--- config.mk ---
export PLATFORM = sky130hd
export DESIGN_NAME = contour_stats
export DESIGN_NICKNAME = d
export VERILOG_FILES = /design/src/rtl/contour_stats.sv
export SDC_FILE = /design/constraint.sdc
export NUM_CORES = 1
export LEC_CHECK = 0
export ABC_AREA = 1
export BUFFER_PORTS_ARGS = -buffer_cell sky130_fd_sc_hd__buf_2
export CAP_MARGIN = 15
export CELL_PAD_IN_SITES_DETAIL_PLACEMENT = 1
export CELL_PAD_IN_SITES_GLOBAL_PLACEMENT = 1
export CORE_UTILIZATION = 52
export CTS_BUF_LIST = sky130_fd_sc_hd__clkbuf_2
export DETAILED_ROUTE_END_ITERATION = 10
export MAX_ROUTING_LAYER = met4
export PLACE_DENSITY_LB_ADDON = 0.1
export SLEW_MARGIN = 20
export SYNTH_ARGS = -nofsm -noshare
export SYNTH_HDL_FRONTEND = slang
export SYNTH_SLANG_ARGS = --single-unit
--- constraint.sdc ---
create_clock -name clk -period 7.16 [get_ports clk]
set_input_delay 1.79 -clock clk [delete_from_list [all_inputs] [get_ports clk]]
set_output_delay 1.79 -clock clk [all_outputs]
set_load 0.005 [all_outputs]
--- src/rtl/contour_stats.sv ---
`default_nettype none
// ============================================================================
// Module   : contour_stats
// Purpose  : Raster-scans the edge BRAM once and measures the labelled contour:
//            pixel count, bounding box and integer centroid.
// Revision : 1.0  initial release
// ============================================================================
module contour_stats #(
    parameter int          WIDTH        = 640,
    parameter int          HEIGHT       = 480,
    parameter logic [2:0]  LABEL        = 3'b001,
    parameter int          READ_LATENCY = 2
) (
    input  logic        clk,
    input  logic        rst_n,
    input  logic        start,
    input  logic [2:0]  bram_read,
    output logic [18:0] edge_addr_read,
    output logic        busy,
    output logic        done,
    output logic        valid,
    output logic [18:0] count,
    output logic [9:0]  x_min,
    output logic [9:0]  x_max,
    output logic [8:0]  y_min,
    output logic [8:0]  y_max,
    output logic [9:0]  x_center,
    output logic [8:0]  y_center
);

    localparam logic [18:0] c_last_addr  = 19'(WIDTH * HEIGHT - 1);
    localparam logic [9:0]  c_x_last     = 10'(WIDTH - 1);
    localparam logic [8:0]  c_y_last     = 9'(HEIGHT - 1);
    localparam logic [3:0]  c_drain_last = 4'(READ_LATENCY - 1);
    localparam logic [4:0]  c_div_last   = 5'd27;

    typedef enum logic [2:0] {
        S_IDLE  = 3'd0,
        S_SCAN  = 3'd1,
        S_DRAIN = 3'd2,
        S_DIV_X = 3'd3,
        S_DIV_Y = 3'd4,
        S_DONE  = 3'd5
    } state_t;

    state_t r_state, w_next;

    logic [9:0]  r_x;
    logic [8:0]  r_y;
    logic [9:0]  r_xp [READ_LATENCY];
    logic [8:0]  r_yp [READ_LATENCY];
    logic        r_vp [READ_LATENCY];
    logic [3:0]  r_drain;

    logic [18:0] r_cnt;
    logic [27:0] r_sx, r_sy;
    logic [9:0]  r_xmin, r_xmax;
    logic [8:0]  r_ymin, r_ymax;

    logic [27:0] r_quo;
    logic [18:0] r_rem;
    logic [4:0]  r_bit;
    logic [9:0]  r_xq;
    logic [8:0]  r_yq;

    logic        w_hit;
    logic [9:0]  w_x_al;
    logic [8:0]  w_y_al;
    logic [18:0] w_cnt_next;
    logic [27:0] w_sx_next, w_sy_next;
    logic [19:0] w_trial;
    logic        w_ge;
    logic [18:0] w_rem_step;
    logic [27:0] w_quo_step;

    // Coordinates delayed to line up with the BRAM data for the same address
    assign w_x_al     = r_xp[READ_LATENCY-1];
    assign w_y_al     = r_yp[READ_LATENCY-1];
    assign w_hit      = r_vp[READ_LATENCY-1] && (bram_read == LABEL);
    assign w_cnt_next = r_cnt + 19'(w_hit);
    assign w_sx_next  = r_sx + (w_hit ? 28'(w_x_al) : 28'd0);
    assign w_sy_next  = r_sy + (w_hit ? 28'(w_y_al) : 28'd0);

    // One restoring-division step; remainder stays below cnt so 19 bits suffice
    assign w_trial    = {r_rem, r_quo[27]};
    assign w_ge       = (w_trial >= {1'b0, r_cnt});
    assign w_rem_step = w_ge ? (w_trial[18:0] - r_cnt) : w_trial[18:0];
    assign w_quo_step = {r_quo[26:0], w_ge};

    always_ff @(posedge clk or negedge rst_n) begin
        if (!rst_n) r_state <= S_IDLE;
        else        r_state <= w_next;
    end

    always_comb begin
        w_next = r_state;
        case (r_state)
            S_IDLE:  if (start) w_next = S_SCAN;
            S_SCAN:  if (edge_addr_read == c_last_addr) w_next = S_DRAIN;
            S_DRAIN: if (r_drain == c_drain_last)
                         w_next = (w_cnt_next == 19'd0) ? S_DONE : S_DIV_X;
            S_DIV_X: if (r_bit == c_div_last) w_next = S_DIV_Y;
            S_DIV_Y: if (r_bit == c_div_last) w_next = S_DONE;
            S_DONE:  w_next = S_IDLE;
            default: w_next = S_IDLE;
        endcase
    end

    always_ff @(posedge clk or negedge rst_n) begin
        if (!rst_n) begin
            edge_addr_read <= '0;
            busy <= 1'b0;  done  <= 1'b0;  valid <= 1'b0;  count <= '0;
            x_min <= '0;   x_max <= '0;    y_min <= '0;    y_max <= '0;
            x_center <= '0; y_center <= '0;
            r_x <= '0;  r_y <= '0;  r_drain <= '0;
            for (int i = 0; i < READ_LATENCY; i++) begin
                r_xp[i] <= '0;  r_yp[i] <= '0;  r_vp[i] <= 1'b0;
            end
            r_cnt <= '0;  r_sx <= '0;  r_sy <= '0;
            r_xmin <= c_x_last;  r_xmax <= '0;  r_ymin <= c_y_last;  r_ymax <= '0;
            r_quo <= '0;  r_rem <= '0;  r_bit <= '0;  r_xq <= '0;  r_yq <= '0;
        end else begin
            busy <= (r_state != S_IDLE);
            done <= 1'b0;

            r_xp[0] <= r_x;
            r_yp[0] <= r_y;
            r_vp[0] <= (r_state == S_SCAN);
            for (int i = 1; i < READ_LATENCY; i++) begin
                r_xp[i] <= r_xp[i-1];  r_yp[i] <= r_yp[i-1];  r_vp[i] <= r_vp[i-1];
            end

            if (w_hit) begin
                r_cnt <= w_cnt_next;
                r_sx  <= w_sx_next;
                r_sy  <= w_sy_next;
                if (w_x_al < r_xmin) r_xmin <= w_x_al;
                if (w_x_al > r_xmax) r_xmax <= w_x_al;
                if (w_y_al < r_ymin) r_ymin <= w_y_al;
                if (w_y_al > r_ymax) r_ymax <= w_y_al;
            end

            case (r_state)
                S_IDLE: if (start) begin
                    r_cnt <= '0;  r_sx <= '0;  r_sy <= '0;
                    r_xmin <= c_x_last;  r_xmax <= '0;
                    r_ymin <= c_y_last;  r_ymax <= '0;
                end
                S_SCAN: begin
                    r_drain <= '0;
                    if (edge_addr_read == c_last_addr) begin
                        edge_addr_read <= '0;  r_x <= '0;  r_y <= '0;
                    end else begin
                        edge_addr_read <= edge_addr_read + 19'd1;
                        if (r_x == c_x_last) begin
                            r_x <= '0;
                            r_y <= r_y + 9'd1;
                        end else begin
                            r_x <= r_x + 10'd1;
                        end
                    end
                end
                S_DRAIN: begin
                    r_drain <= r_drain + 4'd1;
                    r_quo   <= w_sx_next;
                    r_rem   <= '0;
                    r_bit   <= '0;
                end
                S_DIV_X: begin
                    r_bit <= r_bit + 5'd1;
                    r_quo <= w_quo_step;
                    r_rem <= w_rem_step;
                    if (r_bit == c_div_last) begin
                        r_xq  <= w_quo_step[9:0];
                        r_quo <= r_sy;
                        r_rem <= '0;
                        r_bit <= '0;
                    end
                end
                S_DIV_Y: begin
                    r_bit <= r_bit + 5'd1;
                    r_quo <= w_quo_step;
                    r_rem <= w_rem_step;
                    if (r_bit == c_div_last) r_yq <= w_quo_step[8:0];
                end
                S_DONE: begin
                    done  <= 1'b1;
                    count <= r_cnt;
                    valid <= (r_cnt != 19'd0);
                    if (r_cnt != 19'd0) begin
                        x_min <= r_xmin;  x_max <= r_xmax;
                        y_min <= r_ymin;  y_max <= r_ymax;
                        x_center <= r_xq; y_center <= r_yq;
                    end else begin
                        x_min <= '0;  x_max <= '0;  y_min <= '0;  y_max <= '0;
                        x_center <= '0;  y_center <= '0;
                    end
                end
                default: ;
            endcase
        end
    end

endmodule
`default_nettype wire
Yosys cells after proc, flatten, opt, wreduce, memory -nomap -nowiden
Cells that the tools add are included.
Word-level totals
  word-level logic and storage cells: 128
  register bits: 348
  input port bits: 6
  output and inout port bits: 98
Operators by class
  add/sub/neg operators: 9
  equal/unequal tests: 15
  $lt $le $gt $ge: 5
  reductions and logical operators: 12
  mux-type cells: 54
Operator list (number)
  $mux W28: 7
  $mux W10: 14
  $mux W9: 14
  $mux W19: 6
  $pmux W28 S3: 1
  $pmux W19 S3: 1
  $add A28 B10 Y28: 1
  $add A28 B9 Y28: 1
  $ge A20 B19 Y1: 1
  $add A19 B1 Y19: 1
  $add A19 B1 Y19 const B: 1
  $eq A19 B19 Y1 const B: 1
  $logic_not A19 Y1: 1
  $reduce_bool A19 Y1: 1
  $sub A19 B19 Y19: 1
  $mux W3: 6
  $pmux W3 S5: 1
  $pmux W5 S3: 1
  $add A10 B1 Y10 const B: 1
  $eq A10 B10 Y1 const B: 1
  $gt A10 B10 Y1: 1
  $lt A10 B10 Y1: 1
  $ne A2 B2 Y1 const B: 5
  $add A9 B1 Y9 const B: 1
  other kinds (18): 25

Logic depth before layout (Yosys ltp)
Gate-level depths: netlist (run 1).
  depth after elaboration: 7
  depth in mapped cells: 22
  gate-level depth less buffers: 20

Least setup slack after synthesis (run 1)
No wires, ideal clock.
  path type: input to register
  start point: input port bram_read[1]
  end point: register r_state[1]
  required time: 7044 ps
  stages on the path: 18
  path buffers: 3
  setup time: 116 ps
  data arrival time: 4168 ps
  path slack: 2875 ps
  path through: nor2_1 -> nand2_1 -> inv_1 -> buf_2 -> clkbuf_1 -> buf_2 -> ha_1 -> ha_1 -> nand3_1 -> inv_1 -> nand2_1 -> nor2_1 -> xor2_1 -> nand2_1 -> nor2_1 -> nand4_1 -> nand2_1 -> nand2_1
On the way
  longest elaborated chain between the ends: 7
RTL lines
  start, declared: line 17  | input logic [2:0] bram_read,
  $eq A3 B1 Y1: line 79  | assign w_hit = r_vp[READ_LATENCY-1] && (bram_read == LABEL);
  $logic_and A1 B1 Y1: line 79
  $add A19 B1 Y19: line 80  | assign w_cnt_next = r_cnt + 19'(w_hit);
  $logic_not A19 Y1: line 101  | w_next = (w_cnt_next == 19'd0) ? S_DONE : S_DIV_X;
  $mux W3: line 101
  $mux W3: line 100  | S_DRAIN: if (r_drain == c_drain_last)
  $pmux W3 S5: line 97  | case (r_state)
  end signal, assigned: line 92  | else r_state <= w_next;
  end, declared: line 46  | state_t r_state, w_next;
No other way between the ends. The select of a mux whose other input is x is not followed.
A chain may end at the register's enable or synchronous reset.

Final worst setup path (run 1)
  start point: input port bram_read[1]
  end point: register r_state[2]
The elaborated chain is that of the path after synthesis.

==> flow_summary.ini, run 1 <==
[logic_synthesis]
synth_area_leader_cell = dfrtp_1
syn-mean-instance-area_um2 = 8.09
yosys.cell_types.count = 58
syn-instance-count = 2321
number_of_storage_elements_in_the_synthesis_netlist = 348
sequential_share_of_the_synthesized_area_pct = 46.5
async_flop_share_pct = 100
synth_ff_type = dfrtp_1
synth_area_um2 = 18800
synth_top_area_share_pct = 44.3
syn_nets = 2412
synthTopCellsByArea = dfrtp_1 (44%), nand2_1 (11%), o21ai_0 (5.8%)
yosysWarningCount = 0
synth-edff-count = 0

[critical_path]
critical_path_buf_inv_count = 2
crit_path_end_kind = register
worst-setup-path-type = primary input to register
type_of_origin_of_the_critical_path = primary input
critPathTopFamily = simple AND/OR/NAND/NOR gates
cp_slowest_cell = nand2_2
highest_fanout_seen_on_the_critical_path = 36
crit_chain = buf_2 > nor2_1 > nand2_2 > inv_2 > ha_1 > ha_1 > nand3_1 > nor2_1 > nand3_1 > nand2_1 > nand2_1 > nor2_1 > nand2_1 > nor2_1 > nand3_1 > nand2_1 > nand2_1 > nand2_1
cp_common_cell = nand2_1
worst-endpoint-arrival_ps = 4880
timing.critical_path.slowest_cell_delay_ps = 520
timing.critical_path.required_ps = 8090

[routing]
route.met3.wl_um = 2480
vias = 17000
dr.first_iter.drc_count = 891
first_pass_iters = 5
drt-total-wl_um = 56900
route.detailed.vias_per_inst = 5.68
met1_length_um = 25000
drcViolationCount = 0
post_drt_wl_per_cell_um = 19.0
highest_layer = met4
dr_wl_met2_um = 28300
ant_nets = 0

[floorplanning]
die_y_um = 192
die_area_um2 = 36900
placementRows = 69
die_width_um = 192
io-pin-count = 104
design.core.area_um2 = 35600
initial_core_util_pct = 52.8

[timing]
maxClockFrequency_mhz = 253
report.final.hold_viol_count = 0
final.setup.tns_ps = 0
final_max_slew_viol_count = 0
final_min_period_over_clock_period_pct = 55.3
rsz_0062_raised_after_global_routing = no
fin_skew_ps = 72.5
slew-limit-headroom_pct = 32.6
timing_worst_slew_pin_value_ps = 1010
fin_crit_ps = 3960
final-setup-viol-count = 0

[grt]
grt_antenna_before_repair = 2
grt_max_degree = 132
overflow = 0
first_pass_grt_wire_length_um = 92200
global_route.usage.total_pct = 32.6
via_count_of_the_first_global_routing_pass = 17800

[cts]
cts.hold.buffers_added = 0
post_cts_resized = 0
cts_num_sinks = 348
cts.reportedPaths.clkPinSlew_ps = 130
h-tree-depth = 3
worst_skew_pair.late_latency_ps = 1020
total_clock_buffers_created_by_cts = 93
post_cts_buffers = 0
clk_path_buf_depth = 3
cts_tree = built
cts_root_buffer = clkbuf_2

[final_layout]
most-common-layout-cells = nand2_1 (540), dfrtp_1 (332), inv_1 (271)
drive_gt1_share_pct = 13.1
final_common_cell = nand2_1
num-fill-cells = 4494
nNetsFinal = 2545
post_route_core_utilization_pct = 57.7
area_growth_syn_to_layout_pct = 9.41

[hold_path]
hold_class = register to register

[place]
place_congestion = 0.869
portBuffers = 103
detailed_place_hpwl_um = 40400

[status]
outcome = finished clean

[power_and_ir_drop]
ir_worst_vdd_mv = 0.243
static-leakage-power_nw = 10.4
power_density_nw_per_um2 = 400

[flow_run]
cap_viol_max_count = 0
-- where the power goes --
part	internal [W]	total (W)	switching [W]	leakage [nW]
clock network	0.000611	0.00148	0.000867	0.671
registers	0.00255	0.00304	0.000483	4.52
logic	0.00123	0.00369	0.00247	5.20
total	0.00439	0.00821	0.00382	10.4
-- cell usage after synthesis, drive strengths merged, types with 11 or more instances --
library cell	number
o211ai	28
buf	39
clkbuf	41
nor4	11
xor2	40
xnor2	17
dfrtp	332
nor2	237
nand3	100
inv	283
o221ai	18
a21oi	108
nand3b	13
o21ai	243
ha	82
nand2	549
a221oi	17
dfstp	16
o21bai	11
nor3	48
nand4	37
-- kinds of logic (layout without fill, tap and decap cells) --
| logic type | Yosys count | in the layout | synth area share (%) |
|---|---|---|---|
| and+or+nand+nor | 1005 | 1005 | 23.0 |
| AOI/OAI and AO/OA | 461 | 461 | 14.2 |
| xor gates and xnor gates | 57 | 57 | 2.66 |
| buffers and inverters | 365 | 570 | 7.85 |
| other | 0 | 4 | 0 |
| DFF | 348 | 348 | 46.5 |
| adders and majority gates | 85 | 85 | 5.79 |
-- state kept, by name, summed over array words and instances (netlist names), 10 cells and up --
register,count
r_quo,28
r_sx,28
r_sy,28
count,19
edge_addr_read,19
r_cnt,19
r_rem,19
r_x,10
r_xmax,10
r_xmin,10
r_xp,10
r_xq,10
w_x_al,10
x_center,10
x_max,10
x_min,10
-- area by class of cell --
class                      count  area (µm²)  area share [%]
sequential                   348        8730            42.5
clock inverter                34         215            1.05
inverter                     285        1080            5.24
antenna                        4        10.0          0.0487
tap                          461         577            2.81
multi-input combinational   1608        8580            41.8
clock buffer                 133         666            3.24
timing repair buffer         118         683            3.33
-- routing by layer --
layer / up-vias / global-route usage [%]
met5: - / -
met4: 0 / 9.84
met3: 99 / 5.28
met2: 415 / 54.1
met1: 8515 / 41.1
li1: 7958 / -
-- per-stage QoR --
step                worst slack (ps)  power (W)  hold slack [ps]  cell area, µm²  cells
finish                          3200    0.00821              345           20500   2991
CTS                             3280    0.00823              358           20500   2986
global placement                2330    0.00649              332           19600   2819
detailed placement              2220    0.00671              336           19600   2819
floorplan                       2880    0.00551              331           18800   2321
global route                    2960    0.00886              356           20500   2991
-- path summary, 6_finish.rpt --
path | from | end | slack (ps) | cells after the start
setup / recovery | bram_read[1] | r_state[2]$_DFFE_PN0P_ | 3200 | 18
hold / removal | r_vp[1]$_DFF_PN0_ | r_vp[0]$_DFF_PN0_ | 350 | 0
setup reg to reg | r_vp[0]$_DFF_PN0_ | r_state[2]$_DFFE_PN0P_ | 3800 | 18
hold reg to reg | r_vp[1]$_DFF_PN0_ | r_vp[0]$_DFF_PN0_ | 350 | 0
max in group asynchronous | rst_n | r_xp[10]$_DFF_PN0_ | 5020 | 3
min in group asynchronous | rst_n | count[6]$_DFFE_PN0P_ | 610 | 1
Note: power is estimated with default switching activity, not from simulation.
==> inputs of run 2 (changes only) <==
--- a/config.mk
+++ b/config.mk
@@ -5,12 +5,12 @@
 export SDC_FILE = /design/constraint.sdc
 export NUM_CORES = 1
 export LEC_CHECK = 0
-export ABC_AREA = 1
+export ABC_AREA = 0
 export BUFFER_PORTS_ARGS = -buffer_cell sky130_fd_sc_hd__buf_2
 export CAP_MARGIN = 15
 export CELL_PAD_IN_SITES_DETAIL_PLACEMENT = 1
 export CELL_PAD_IN_SITES_GLOBAL_PLACEMENT = 1
-export CORE_UTILIZATION = 52
+export CORE_UTILIZATION = 45
 export CTS_BUF_LIST = sky130_fd_sc_hd__clkbuf_2
 export DETAILED_ROUTE_END_ITERATION = 10
 export MAX_ROUTING_LAYER = met4
==> constraint.sdc (replaced) <==
create_clock -name clk -period 3.4 [get_ports clk]
set_input_delay 0.85 -clock clk [delete_from_list [all_inputs] [get_ports clk]]
set_output_delay 0.85 -clock clk [all_outputs]
set_load 0.005 [all_outputs]
==> run 2 against run 1 <==
Compared with the run above:
- sequential power rose by 74%
- die area is 7.5% higher
- synthesized area shrank 6.9%
- critical path depth decreased by 7
- via count fell by 17%
- utilization decreased by 5.4 points
- largest cell class unchanged
- highest routed layer unchanged
==> flow_summary.ini, run 2 <==
[status]
outcome = finished clean

[logic_synthesis]
yosys.area_share.adder_pct = 6.22
synth_area_leader_cell = dfrtp_1
yosysWarningCount = 0
yosys.cell_types.count = 78
synth_area_um2 = 17500
syn_nets = 1806
post_synth_and_or_nand_nor_area_fraction_pct = 15.4
synth.most_common_cell = dfrtp_1
muxShareOfSynthArea_pct = 3.23
async_flop_share_pct = 100
syn-instance-count = 1715
synth_top_area_share_pct = 47.6
synthTopCellsByArea = dfrtp_1 (48%), ha_1 (5.9%), nand2_1 (3.7%)
number_of_storage_elements_in_the_synthesis_netlist = 348
synth_ff_type = dfrtp_1
synth_top_cells_by_count = dfrtp_1 (332), nand2_1 (174), nor2_1 (129)
largest_family_of_logic_cells_by_synthesized_area = compound AO/OA/AOI/OAI gates
synth-edff-count = 0
syn-mean-instance-area_um2 = 10.2
synth_compound_gate_area_share_pct = 15.8
sequential_share_of_the_synthesized_area_pct = 50.0
synth_xor_xnor_area_share_pct = 5.72

[grt]
via_count_of_the_first_global_routing_pass = 14700
busiest_layer = met2
grt_use_met1_pct = 35.5
use_met3_pct = 5.10
grt_util_met2_pct = 39.7
grt_max_degree = 97
overflow = 0
first_pass_grt_wire_length_um = 79300
grt_antenna_before_repair = 2
global_route.usage.total_pct = 26.3

[place]
portBuffers = 103
place_congestion = 0.900
detailed_place_hpwl_um = 34500
place_area_um2 = 19000

[final_layout]
final_common_cell = dfrtp_1
nNetsFinal = 2002
area_growth_syn_to_layout_pct = 13.6
sequential_cell_area_um2 = 8730
post_route_core_utilization_pct = 52.3
num-fill-cells = 4346
drive_gt1_share_pct = 19.6
final_cell_area_um2 = 19800
multi_input_area_um2 = 8150
most-common-layout-cells = dfrtp_1 (332), nand2_1 (174), clkbuf_2 (134)
largest_registers = r_quo: 28 flops, r_sx: 28 flops, r_sy: 28 flops

[critical_path]
worst-setup-path-type = register to register
crit_chain = ha_1 > inv_1 > fa_1 > a21o_1 > a21o_1 > a21oi_1 > o211ai_1 > a21boi_2 > buf_12 > mux2i_1 > o21ai_0
cp_common_cell = a21o_1
reg2reg_to = r_rem[9]$_DFFE_PN0P_
reg2reg_slack_ps = 370
highest_fanout_seen_on_the_critical_path = 26
timing.critical_path.required_ps = 4300
cp_slowest_cell = dfrtp_1
timing.critical_path.slowest_cell_delay_ps = 520
crit_path_end_kind = register
reg2regPathDepth = 11
crit_path_start = r_cnt[0]$_DFF_PN0_
critical_path.reg2reg.startpoint = r_cnt[0]$_DFF_PN0_
type_of_origin_of_the_critical_path = register
endpoint = r_rem[9]$_DFFE_PN0P_
worst-endpoint-arrival_ps = 3940

[timing]
maxClockFrequency_mhz = 330
fin_skew_ps = 54.1
final_min_period_over_clock_period_pct = 89.3
report.final.hold_viol_count = 0
timing_worst_slew_pin_value_ps = 1010
slew-limit-headroom_pct = 32.3
final-setup-viol-count = 0
final_max_slew_viol_count = 0
final.setup.tns_ps = 0
fin_crit_ps = 3030
rsz_0062_raised_after_global_routing = no

[floorplanning]
die_area_um2 = 39600
design.core.area_um2 = 37900
die_width_um = 199
die_y_um = 199
initial_core_util_pct = 46.1
placementRows = 71
io-pin-count = 104

[routing]
vias = 14100
ant_nets = 0
post_drt_wl_per_cell_um = 19.5
first_pass_iters = 8
route.detailed.vias_per_inst = 5.67
drt-total-wl_um = 48600
drcViolationCount = 0
dr.first_iter.drc_count = 771

[cts]
worst_skew_pair.late_latency_ps = 1030
cts_tree = built
cts.reportedPaths.clkPinSlew_ps = 100
cts_root_buffer = clkbuf_2
cts_num_sinks = 348
h-tree-depth = 3
total_clock_buffers_created_by_cts = 92
clk_path_buf_depth = 3

[power_and_ir_drop]
power_density_nw_per_um2 = 612
static-leakage-power_nw = 9.87
ir_worst_vdd_mv = 0.394
finalPower_w = 0.0122

[flow_run]
cap_viol_max_count = 0

[hold_path]
hold_class = primary input to register
run 2: worst min path at each step:
stage	start	to	slack [ps]	depth (start not counted)
after global routing	start	r_cnt[0]$_DFF_PN0_	130	3
final	start	r_cnt[0]$_DFF_PN0_	210	3
after floorplan	r_vp[1]$_DFF_PN0_	r_vp[0]$_DFF_PN0_	330	0
after CTS	start	r_cnt[0]$_DFF_PN0_	110	3
after detailed placement	r_xp[11]$_DFF_PN0_	w_x_al[1]$_DFF_PN0_	340	0
after global placement	r_xp[18]$_DFF_PN0_	w_x_al[8]$_DFF_PN0_	330	0
run 2: area by class of cell:
class	count	area share, %
Clock buffer	134	3.38
Multi-Input combinational cell	1204	41.1
Clock inverter	28	0.536
Timing Repair Buffer	186	6.24
Inverter	79	1.50
Tap cell	511	3.22
Sequential cell	348	44.0
Antenna cell	4	0.0505
run 2: layer usage:
layer,share of wire [%],vias to the layer above
li1,-,6588
met1,48,7150
met2,45,301
met3,4.6,97
met4,2.4,0
met5,0,-
run 2: worst max-delay path, delay by kind of cell, from the launching register on:
kind            cells  cell delay, ps
buf+inv             2             260
fa+ha+maj           2             660
flops               1             520
mux                 1             220
compound gates      6            1250
run 2: timing repair:
| action | 4_1_cts | 5_1_grt |
|---|---|---|
| buffers inserted | 0 | 0 |
| hold endpoints to repair | 68 | 0 |
| hold buffers | 1 | 0 |
| gates resized for setup | 0 | 0 |
run 2: where the power goes:
group / internal, W / leakage, nW / switching (W)
clock: 0.00105 / 0.619 / 0.00177
sequential: 0.00474 / 4.73 / 0.000549
combinational: 0.00160 / 4.52 / 0.00244
run 2: logic make-up (layout without fill, tap and decap cells):
kind of cell    count (synthesis)  in the layout
other cells                     0              4
xor+xnor                      114            114
simple gates                  547            547
flops                         348            348
fa+ha+maj                      85             85
compound gates                404            404
mux                            54             54
buf+inv                       163            427
run 2: through the flow:
step                      setup slack [ps]  std cells  hold slack [ps]
final                                  365       2494              206
after global routing                   142       2494              126
after CTS                              381       2490              106
after detailed placement              -227       2327              336
after global placement                -112       2327              332
after floorplan                       -188       1715              331
